## config.mk

```make
export PLATFORM = sky130hd
export DESIGN_NAME = mem_port_arbiter
export DESIGN_NICKNAME = d
export VERILOG_FILES = /design/src/rtl/tsp16_pkg.sv /design/src/rtl/mem_port_arbiter.sv
export SDC_FILE = /design/constraint.sdc
export NUM_CORES = 1
export LEC_CHECK = 0
export ABC_AREA = 1
export BUFFER_PORTS_ARGS = -buffer_cell sky130_fd_sc_hd__buf_2
export CORE_AREA = 4 4 93 95
export DETAILED_ROUTE_END_ITERATION = 12
export DIE_AREA = 0 0 97 99
export PLACE_DENSITY = 0.86
export SYNTH_ARGS = -nofsm -noshare
export SYNTH_HDL_FRONTEND = slang
export SYNTH_SLANG_ARGS = --single-unit
export TNS_END_PERCENT = 1
```

## constraint.sdc

```tcl
create_clock -name clk -period 1.8 [get_ports clk]
set_input_delay 0.09 -clock clk [delete_from_list [all_inputs] [get_ports clk]]
set_output_delay 0.09 -clock clk [all_outputs]
set_load 0.005 [all_outputs]
```

## src/rtl/tsp16_pkg.sv

```systemverilog
// Shared definitions for the 16-bit CPU memory subsystem.
//   ADDR_W / DATA_W : default address and data widths
//   arb_state_t     : memory port arbiter state encoding
//   owner_t         : which requester owns the transaction in flight
package tsp16_pkg;

  localparam int ADDR_W = 16;
  localparam int DATA_W = 16;

  typedef enum logic [1:0] {
    ARB_IDLE,
    ARB_ISSUE,
    ARB_WAIT
  } arb_state_t;

  typedef enum logic {
    OWN_IF,
    OWN_D
  } owner_t;

endpackage

```

## src/rtl/mem_port_arbiter.sv

```systemverilog
// Shares the single-ported Memory between instruction fetch (read only)
// and the memory stage (load/store). Data has priority; a starvation
// counter forces a fetch grant after STARVE_MAX consecutive data grants
// taken while a fetch was waiting.
//
// Ports
//   clk, rst                   clock, async active-high reset
//   if_req/if_addr             fetch request, address held until if_gnt
//   if_gnt/if_rvalid/if_rdata  fetch grant pulse, response pulse, held data
//   d_req/d_we/d_addr/d_wdata  data request, fields held until d_gnt
//   d_gnt/d_rvalid/d_rdata     data grant pulse, response pulse, held load data
//   mem_en/mem_we              one-cycle access strobe, qualified write enable
//   mem_addr/mem_wdata         registered access address / write data
//   mem_rdata                  memory read data, valid MEM_LAT cycles after mem_en
//   busy                       high whenever a transaction is in progress
//
// state     | meaning
// ARB_IDLE  | arbitrating; grant is combinational this cycle
// ARB_ISSUE | mem_en strobe for the captured transaction
// ARB_WAIT  | counting down memory latency; last cycle captures rdata
module mem_port_arbiter #(
  parameter int ADDR_W     = tsp16_pkg::ADDR_W,
  parameter int DATA_W     = tsp16_pkg::DATA_W,
  parameter int MEM_LAT    = 1,
  parameter int STARVE_MAX = 4
) (
  input  logic              clk,
  input  logic              rst,
  input  logic              if_req,
  input  logic [ADDR_W-1:0] if_addr,
  output logic              if_gnt,
  output logic              if_rvalid,
  output logic [DATA_W-1:0] if_rdata,
  input  logic              d_req,
  input  logic              d_we,
  input  logic [ADDR_W-1:0] d_addr,
  input  logic [DATA_W-1:0] d_wdata,
  output logic              d_gnt,
  output logic              d_rvalid,
  output logic [DATA_W-1:0] d_rdata,
  output logic              mem_en,
  output logic              mem_we,
  output logic [ADDR_W-1:0] mem_addr,
  output logic [DATA_W-1:0] mem_wdata,
  input  logic [DATA_W-1:0] mem_rdata,
  output logic              busy
);
  import tsp16_pkg::*;

  localparam int LAT_W = (MEM_LAT < 1) ? 1 : $clog2(MEM_LAT + 1);
  localparam int STV_W = (STARVE_MAX < 1) ? 1 : $clog2(STARVE_MAX + 1);

  if (MEM_LAT < 1) begin : g_lat_check
    $error("mem_port_arbiter: MEM_LAT must be at least 1");
  end

  arb_state_t       state, state_nxt;
  owner_t           owner;
  logic             cap_we;
  logic [LAT_W-1:0] lat_cnt;
  logic [STV_W-1:0] starve_cnt;
  logic             win_d, win_if;
  logic             last_wait;

  assign last_wait = (state == ARB_WAIT) && (lat_cnt == LAT_W'(1));

  always_ff @(posedge clk or posedge rst) begin
    if (rst) state <= ARB_IDLE;
    else     state <= state_nxt;
  end

  always_comb begin
    state_nxt = state;
    win_d     = 1'b0;
    win_if    = 1'b0;
    mem_en    = 1'b0;
    mem_we    = 1'b0;
    case (state)
      ARB_IDLE: begin
        // fetch overrides data only once it has been passed over STARVE_MAX times
        if (d_req && !(if_req && starve_cnt == STV_W'(STARVE_MAX))) begin
          win_d     = 1'b1;
          state_nxt = ARB_ISSUE;
        end else if (if_req) begin
          win_if    = 1'b1;
          state_nxt = ARB_ISSUE;
        end
      end
      ARB_ISSUE: begin
        mem_en    = 1'b1;
        mem_we    = cap_we;
        state_nxt = ARB_WAIT;
      end
      ARB_WAIT: begin
        if (lat_cnt == LAT_W'(1)) state_nxt = ARB_IDLE;
      end
      default: state_nxt = ARB_IDLE;
    endcase
  end

  // grants are combinational from the requests; keep them quiet while reset is held
  assign d_gnt  = win_d & ~rst;
  assign if_gnt = win_if & ~rst;
  assign busy   = (state != ARB_IDLE);

  always_ff @(posedge clk or posedge rst) begin
    if (rst) begin
      owner      <= OWN_IF;
      cap_we     <= 1'b0;
      lat_cnt    <= '0;
      starve_cnt <= '0;
      mem_addr   <= '0;
      mem_wdata  <= '0;
      if_rvalid  <= 1'b0;
      d_rvalid   <= 1'b0;
      if_rdata   <= '0;
      d_rdata    <= '0;
    end else begin
      if_rvalid <= 1'b0;
      d_rvalid  <= 1'b0;

      if (win_d) begin
        owner     <= OWN_D;
        cap_we    <= d_we;
        mem_addr  <= d_addr;
        mem_wdata <= d_wdata;
        if (!if_req)
          starve_cnt <= '0;
        else if (starve_cnt != STV_W'(STARVE_MAX))
          starve_cnt <= starve_cnt + STV_W'(1);
      end else if (win_if) begin
        owner      <= OWN_IF;
        cap_we     <= 1'b0;
        mem_addr   <= if_addr;
        starve_cnt <= '0;
      end

      if (state == ARB_ISSUE)
        lat_cnt <= LAT_W'(MEM_LAT);
      else if (state == ARB_WAIT)
        lat_cnt <= lat_cnt - LAT_W'(1);

      if (last_wait) begin
        if (owner == OWN_D) begin
          d_rvalid <= 1'b1;
          if (!cap_we) d_rdata <= mem_rdata;
        end else begin
          if_rvalid <= 1'b1;
          if_rdata  <= mem_rdata;
        end
      end
    end
  end

endmodule

```

==> results of run 1 <==
per-layer routing:
metal / share of wire [%] / vias to the layer above
met2: 52 / 102
met3: 6.0 / 17
li1: - / 1519
met4: 1.9 / 0
met1: 41 / 1436
met5: 0 / -
worst max path at each step:
stage	slack, ps	cells past startpoint	start	endpoint
2_1_floorplan	430	6	state[0]	mem_addr[0]
3_3_place_gp	260	6	state[0]	cap_we
3_5_place_dp	120	6	state[1]	mem_wdata[4]
4_1_cts	20	6	starve_cnt[0]	if_gnt
5_1_grt	7	6	starve_cnt[0]	if_gnt
6_report	70	6	starve_cnt[0]	if_gnt
tightest hold or removal path, stage by stage:
cell and delay, ps:
buf_2 100, inv_1 50, o21ai_0 70
through the flow:
step                cells  utilization, %  worst slack [ps]
floorplan             388               -               432
CTS                   657            59.1              17.2
global placement      620            53.2               258
finish                657            59.3              69.4
detailed placement    620            53.2               120
global route          657            59.3              7.26
cell usage after synthesis, drive strengths merged:
library cell,n,share of area (%)
buf,13,2.8
inv,60,6.8
nand3,3,0.98
a21oi,18,2.7
nand4,16,3.0
dfrtp,74,56
a211oi,1,0.23
nor2,5,0.57
or2,16,3.0
xor2,1,0.26
nand2,130,15
clkbuf,7,0.79
o21ai,38,5.7
ha,6,2.3
power breakdown:
group / internal (mW) / switching [mW] / leakage, nW
clock network: 0.857 / 0.584 / 0.117
registers: 2.48 / 0.437 / 0.902
logic: 1.34 / 1.65 / 1.66
cell families (layout without fill, tap and decap cells):
group	count (synthesis)	count (layout)	synth area share, %
xor gates and xnor gates	1	1	0.265
adders and majority gates	6	6	2.27
buffers and inverters	80	247	10.4
AOI/OAI and AO/OA	57	57	8.70
DFF	74	74	56.0
and+or+nand+nor	170	170	22.4
cell type report:
class                      instances  share of cell area (%)
clock buffer                      12                    3.39
clock inverter                     4                    1.61
sequential                        74                    40.4
tap                              102                    2.78
inverter                          60                    5.00
timing repair buffer             171                    21.9
multi-input combinational        234                    24.9
state kept, by name, indices dropped and copies added, names as in the netlist:
signal,flops
if_rdata,16
d_rdata,16
mem_addr,16
owner,1
lat_cnt,1
mem_wdata,16
cap_we,1
if_rvalid,1
state,2
starve_cnt,3
d_rvalid,1
what timing repair did:
item,in CTS,in global routing
hold buffers,21,0
setup endpoints to repair,2,2
endpoints found under the hold margin,39,0
resized for setup,3,3
==> flow_metrics.env, run 1 <==
export IMPL_status="complete, no violations"
export IMPL_vias=3074
export IMPL_tritoncts="built"
export IMPL_cts_inserted_buffers=9
export IMPL_viasPerCell=4.68
export IMPL_drc_errors=0
export IMPL_finalCriticalPeriod_ps=1730
export IMPL_grt_use_met2_pct=33.7
export IMPL_die_w_um=97
export IMPL_area_delta_synth_final_pct=38.5
export IMPL_grt_start_max_net_pins=56
export IMPL_grt_pass1_vias=3188
export IMPL_drv_cap=0
export IMPL_fmax_mhz=578
export IMPL_start_kind="flop"
export IMPL_crit_family="buffers and inverters"
export IMPL_maxSlewHeadroom_pct=69.1
export IMPL_p_leak_nw=2.67
export IMPL_ant_nets=0
export IMPL_fin_tns_setup_ps=0
export IMPL_synth_seq_cells=74
export IMPL_drive_above_1_share_pct=32.4
export IMPL_path_buf_inv=3
export IMPL_max_stage_delay_ps=410
export IMPL_met1_usage_pct=22.0
export IMPL_power_density_mw_per_mm2=1600
export IMPL_min_from="mem_rdata[7]"
export IMPL_holdPathStages=3
export IMPL_critPathMaxFanout=17
export IMPL_path_cells="inv_1 -> ha_2 -> nand3_4 -> buf_6 -> a211oi_1 -> buf_2"
export IMPL_layout_common_cells="139 x buf_2, 129 x nand2_1, 74 x dfrtp_1"
export IMPL_layout_commonest_cell="buf_2"
export IMPL_cp_end_kind="primary output"
export IMPL_die_y_um=99
export IMPL_busiest_layer="met2"
export IMPL_post_cts_buffers=0
export IMPL_grt_setup_unrepaired="false"
export IMPL_ioPinCount=140
export IMPL_finalPower_mw=7.35
export IMPL_design_die_area_mm2=0.00960
export IMPL_synth_cell_area_mm2=0.00331
export IMPL_ys_types=22
export IMPL_holdWs_ps=17.5
export IMPL_cts_root_buf="clkbuf_8"
export IMPL_multi_input_area_mm2=0.00114
export IMPL_core_area_mm2=0.00773
export IMPL_yosysWarnings=0
export IMPL_path_class="flop to primary output"
export IMPL_ir_worst_vdd_mv=0.685
export IMPL_dr_pass1_iters=4
export IMPL_initial_utilization_pct=42.8
export IMPL_rr_worst_depth=8
export IMPL_seq_area_mm2=0.00185
export IMPL_slew_viol_final=0
export IMPL_finClkSkew_ps=5.63
export IMPL_antenna_found_initial=0
export IMPL_io_buffers=139
export IMPL_hold_violations=0
export IMPL_place_area_mm2=0.00411
export IMPL_min_path_type="input port to flop"
export IMPL_hold_end="d_rdata[7]"
export IMPL_fin_nets=625
export IMPL_wl_um=8730
export IMPL_h_tree_depth=3
export IMPL_cp_slowest_cell="dfrtp_1"
export IMPL_drt_iter0_markers=110
export IMPL_met3_usage_pct=5.10
export IMPL_grt_usage_pct=19.1
export IMPL_gp_congestion=0.881
export IMPL_final_area_mm2=0.00458
export IMPL_syn_nets=463
export IMPL_finalSetupViolations=0
export IMPL_diodes=0
export IMPL_cts_sinks=74
export IMPL_worstSkewPairLatency_ps=340
export IMPL_cp_arrival_ps=1640
export IMPL_fillers=672
export IMPL_clkTransAtPathRegs_ps=70
export IMPL_tightest_slew_ps=463
export IMPL_syn_inst=388
export IMPL_rows=32
export IMPL_required_ps=1710
export IMPL_period_share_pct=96.1
export IMPL_avgSynthCellArea_um2=8.53
export IMPL_clockBufferDepth=2
export IMPL_dp_hpwl_um=6230
export IMPL_rrSetupSlack_ps=280
export IMPL_overflow=0
export IMPL_grt_pass1_wl_um=15000
export IMPL_avgRoutedWirePerCell_um=13.3
export IMPL_seq_area_frac_synth_pct=56.0
export IMPL_worstReg2RegEnd="d_rdata[13]"
export IMPL_timing_rr_start="state[0]"
No activity file was read; power rests on OpenSTA's default activity.
==> run 2: changes to the inputs <==
Settings changed: CORE_AREA 4 4 93 95 to 4 4 91 93, CTS_BUF_LIST from default to sky130_fd_sc_hd__clkbuf_2 sky130_fd_sc_hd__clkbuf_4 sky130_fd_sc_hd__clkbuf_8, DIE_AREA 0 0 97 99 to 0 0 95 97, PLACE_DENSITY 0.86 to 0.88.
==> flow_metrics.env, run 2 (synthesis results as in run 1) <==
export IMPL_worstSkewPairLatency_ps=340
export IMPL_cts_sinks=74
export IMPL_diodes=0
export IMPL_cts_inserted_buffers=9
export IMPL_rrSetupSlack_ps=260
export IMPL_rr_worst_depth=8
export IMPL_wl_um=8720
export IMPL_antenna_found_initial=0
export IMPL_status="complete, no violations"
export IMPL_clkTransAtPathRegs_ps=90
export IMPL_period_share_pct=95.7
export IMPL_fmax_mhz=580
export IMPL_dpl_worst_slack_ps=219
export IMPL_cts_root_buf="clkbuf_8"
export IMPL_ant_nets=0
export IMPL_hold_violations=0
export IMPL_ir_worst_vdd_mv=0.753
export IMPL_layout_commonest_cell="buf_2"
export IMPL_grt_pass1_vias=3100
export IMPL_core_area_mm2=0.00753
export IMPL_drc_errors=0
export IMPL_critPathMaxFanout=17
export IMPL_cp_end_kind="primary output"
export IMPL_fillers=677
export IMPL_avgRoutedWirePerCell_um=13.3
export IMPL_drv_cap=0
export IMPL_layout_common_cells="139 x buf_2, 129 x nand2_1, 74 x dfrtp_1"
export IMPL_finalCriticalPeriod_ps=1720
export IMPL_fin_nets=622
export IMPL_vias=3043
export IMPL_finalPower_mw=7.13
export IMPL_die_y_um=97
export IMPL_holdWs_ps=10.8
export IMPL_holdPathStages=3
export IMPL_p_leak_nw=2.64
export IMPL_maxSlewHeadroom_pct=71.7
export IMPL_worstReg2RegEnd="d_rdata[2]"
export IMPL_hold_end="d_rdata[6]"
export IMPL_fin_tns_setup_ps=0
export IMPL_path_class="flop to primary output"
export IMPL_max_stage_delay_ps=400
export IMPL_cp_slowest_cell="dfrtp_1"
export IMPL_die_w_um=95
export IMPL_min_from="mem_rdata[6]"
export IMPL_tightest_slew_ps=425
export IMPL_grt_start_max_net_pins=75
export IMPL_design_die_area_mm2=0.00922
export IMPL_finClkSkew_ps=14.0
export IMPL_tritoncts="built"
export IMPL_start_kind="flop"
export IMPL_grt_pass1_wl_um=14400
export IMPL_required_ps=1710
export IMPL_area_delta_synth_final_pct=36.6
export IMPL_initial_utilization_pct=43.9
export IMPL_overflow=0
export IMPL_dp_hpwl_um=5980
export IMPL_slew_viol_final=0
export IMPL_ioPinCount=140
export IMPL_drt_iter0_markers=140
export IMPL_path_cells="inv_1 -> ha_1 -> nand3_4 -> buf_6 -> a211oi_2 -> buf_2"
export IMPL_h_tree_depth=3
export IMPL_setup_ws_ps=76.5
export IMPL_min_path_type="input port to flop"
export IMPL_post_cts_buffers=0
export IMPL_grt_usage_pct=19.7
export IMPL_timing_rr_start="state[0]"
export IMPL_drive_above_1_share_pct=32.4
export IMPL_clockBufferDepth=2
export IMPL_finalSetupViolations=0
export IMPL_seq_area_mm2=0.00185
export IMPL_cp_arrival_ps=1630
export IMPL_multi_input_area_mm2=0.00114
export IMPL_dr_pass1_iters=4
export IMPL_power_density_mw_per_mm2=1580
export IMPL_io_buffers=139
export IMPL_viasPerCell=4.65
export IMPL_gp_congestion=0.753
export IMPL_rows=32
run 2: power breakdown:
| group | internal (mW) | switching [mW] | leakage, nW |
|---|---|---|---|
| clock network | 0.659 | 0.623 | 0.100 |
| registers | 2.48 | 0.432 | 0.902 |
| logic | 1.30 | 1.63 | 1.64 |
run 2: layout make-up:
cell class,instances,share of cell area (%)
Clock inverter,6,1.44
Timing Repair Buffer,168,21.7
Sequential cell,74,41.0
Clock buffer,10,2.91
Tap cell,102,2.82
Inverter,60,5.07
Multi-Input combinational cell,234,25.1
run 2: per-stage QoR:
| step | cells | util (%) | area [µm²] |
|---|---|---|---|
| 2_1_floorplan | 388 | - | 3310 |
| 4_1_cts | 653 | 59.6 | 4490 |
| 5_1_grt | 654 | 60.1 | 4520 |
| 3_5_place_dp | 618 | 54.4 | 4100 |
| 3_3_place_gp | 618 | 54.4 | 4100 |
| 6_report | 654 | 60.1 | 4520 |
run 2: how the worst max path moves through the flow:
| stage | to | cells past startpoint | start | slack [ps] |
|---|---|---|---|---|
| after CTS | d_gnt | 6 | state[0] | 30 |
| after detailed placement | mem_addr[14] | 6 | state[0] | 220 |
| after global routing | if_gnt | 6 | starve_cnt[0] | -10 |
| final | if_gnt | 6 | starve_cnt[0] | 80 |
| after global placement | mem_addr[7] | 6 | state[0] | 290 |
| after floorplan | mem_addr[0] | 6 | state[0] | 430 |
run 2: worst max-delay path, delay by kind of cell, from the launching register on:
kind / cells / cell delay [ps]
AND/OR/NAND/NOR: 1 / 90
adder cells (fa/ha/maj): 1 / 200
flip-flops: 1 / 400
buffers and inverters: 3 / 410
AO/OA/AOI/OAI: 1 / 200
run 2: routing by layer:
layer	vias up	GRT usage (%)	share of wire, %
met5	-	0	0
met3	11	3.65	5.6
li1	1510	-	-
met1	1435	23.3	40
met2	87	34.8	53
met4	0	7.66	1.6
run 2: what timing repair did:
action,in CTS,in global routing
hold buffers,19,1
resized for setup,1,4
endpoints found under the hold margin,92,1
endpoints found under the setup margin,1,3
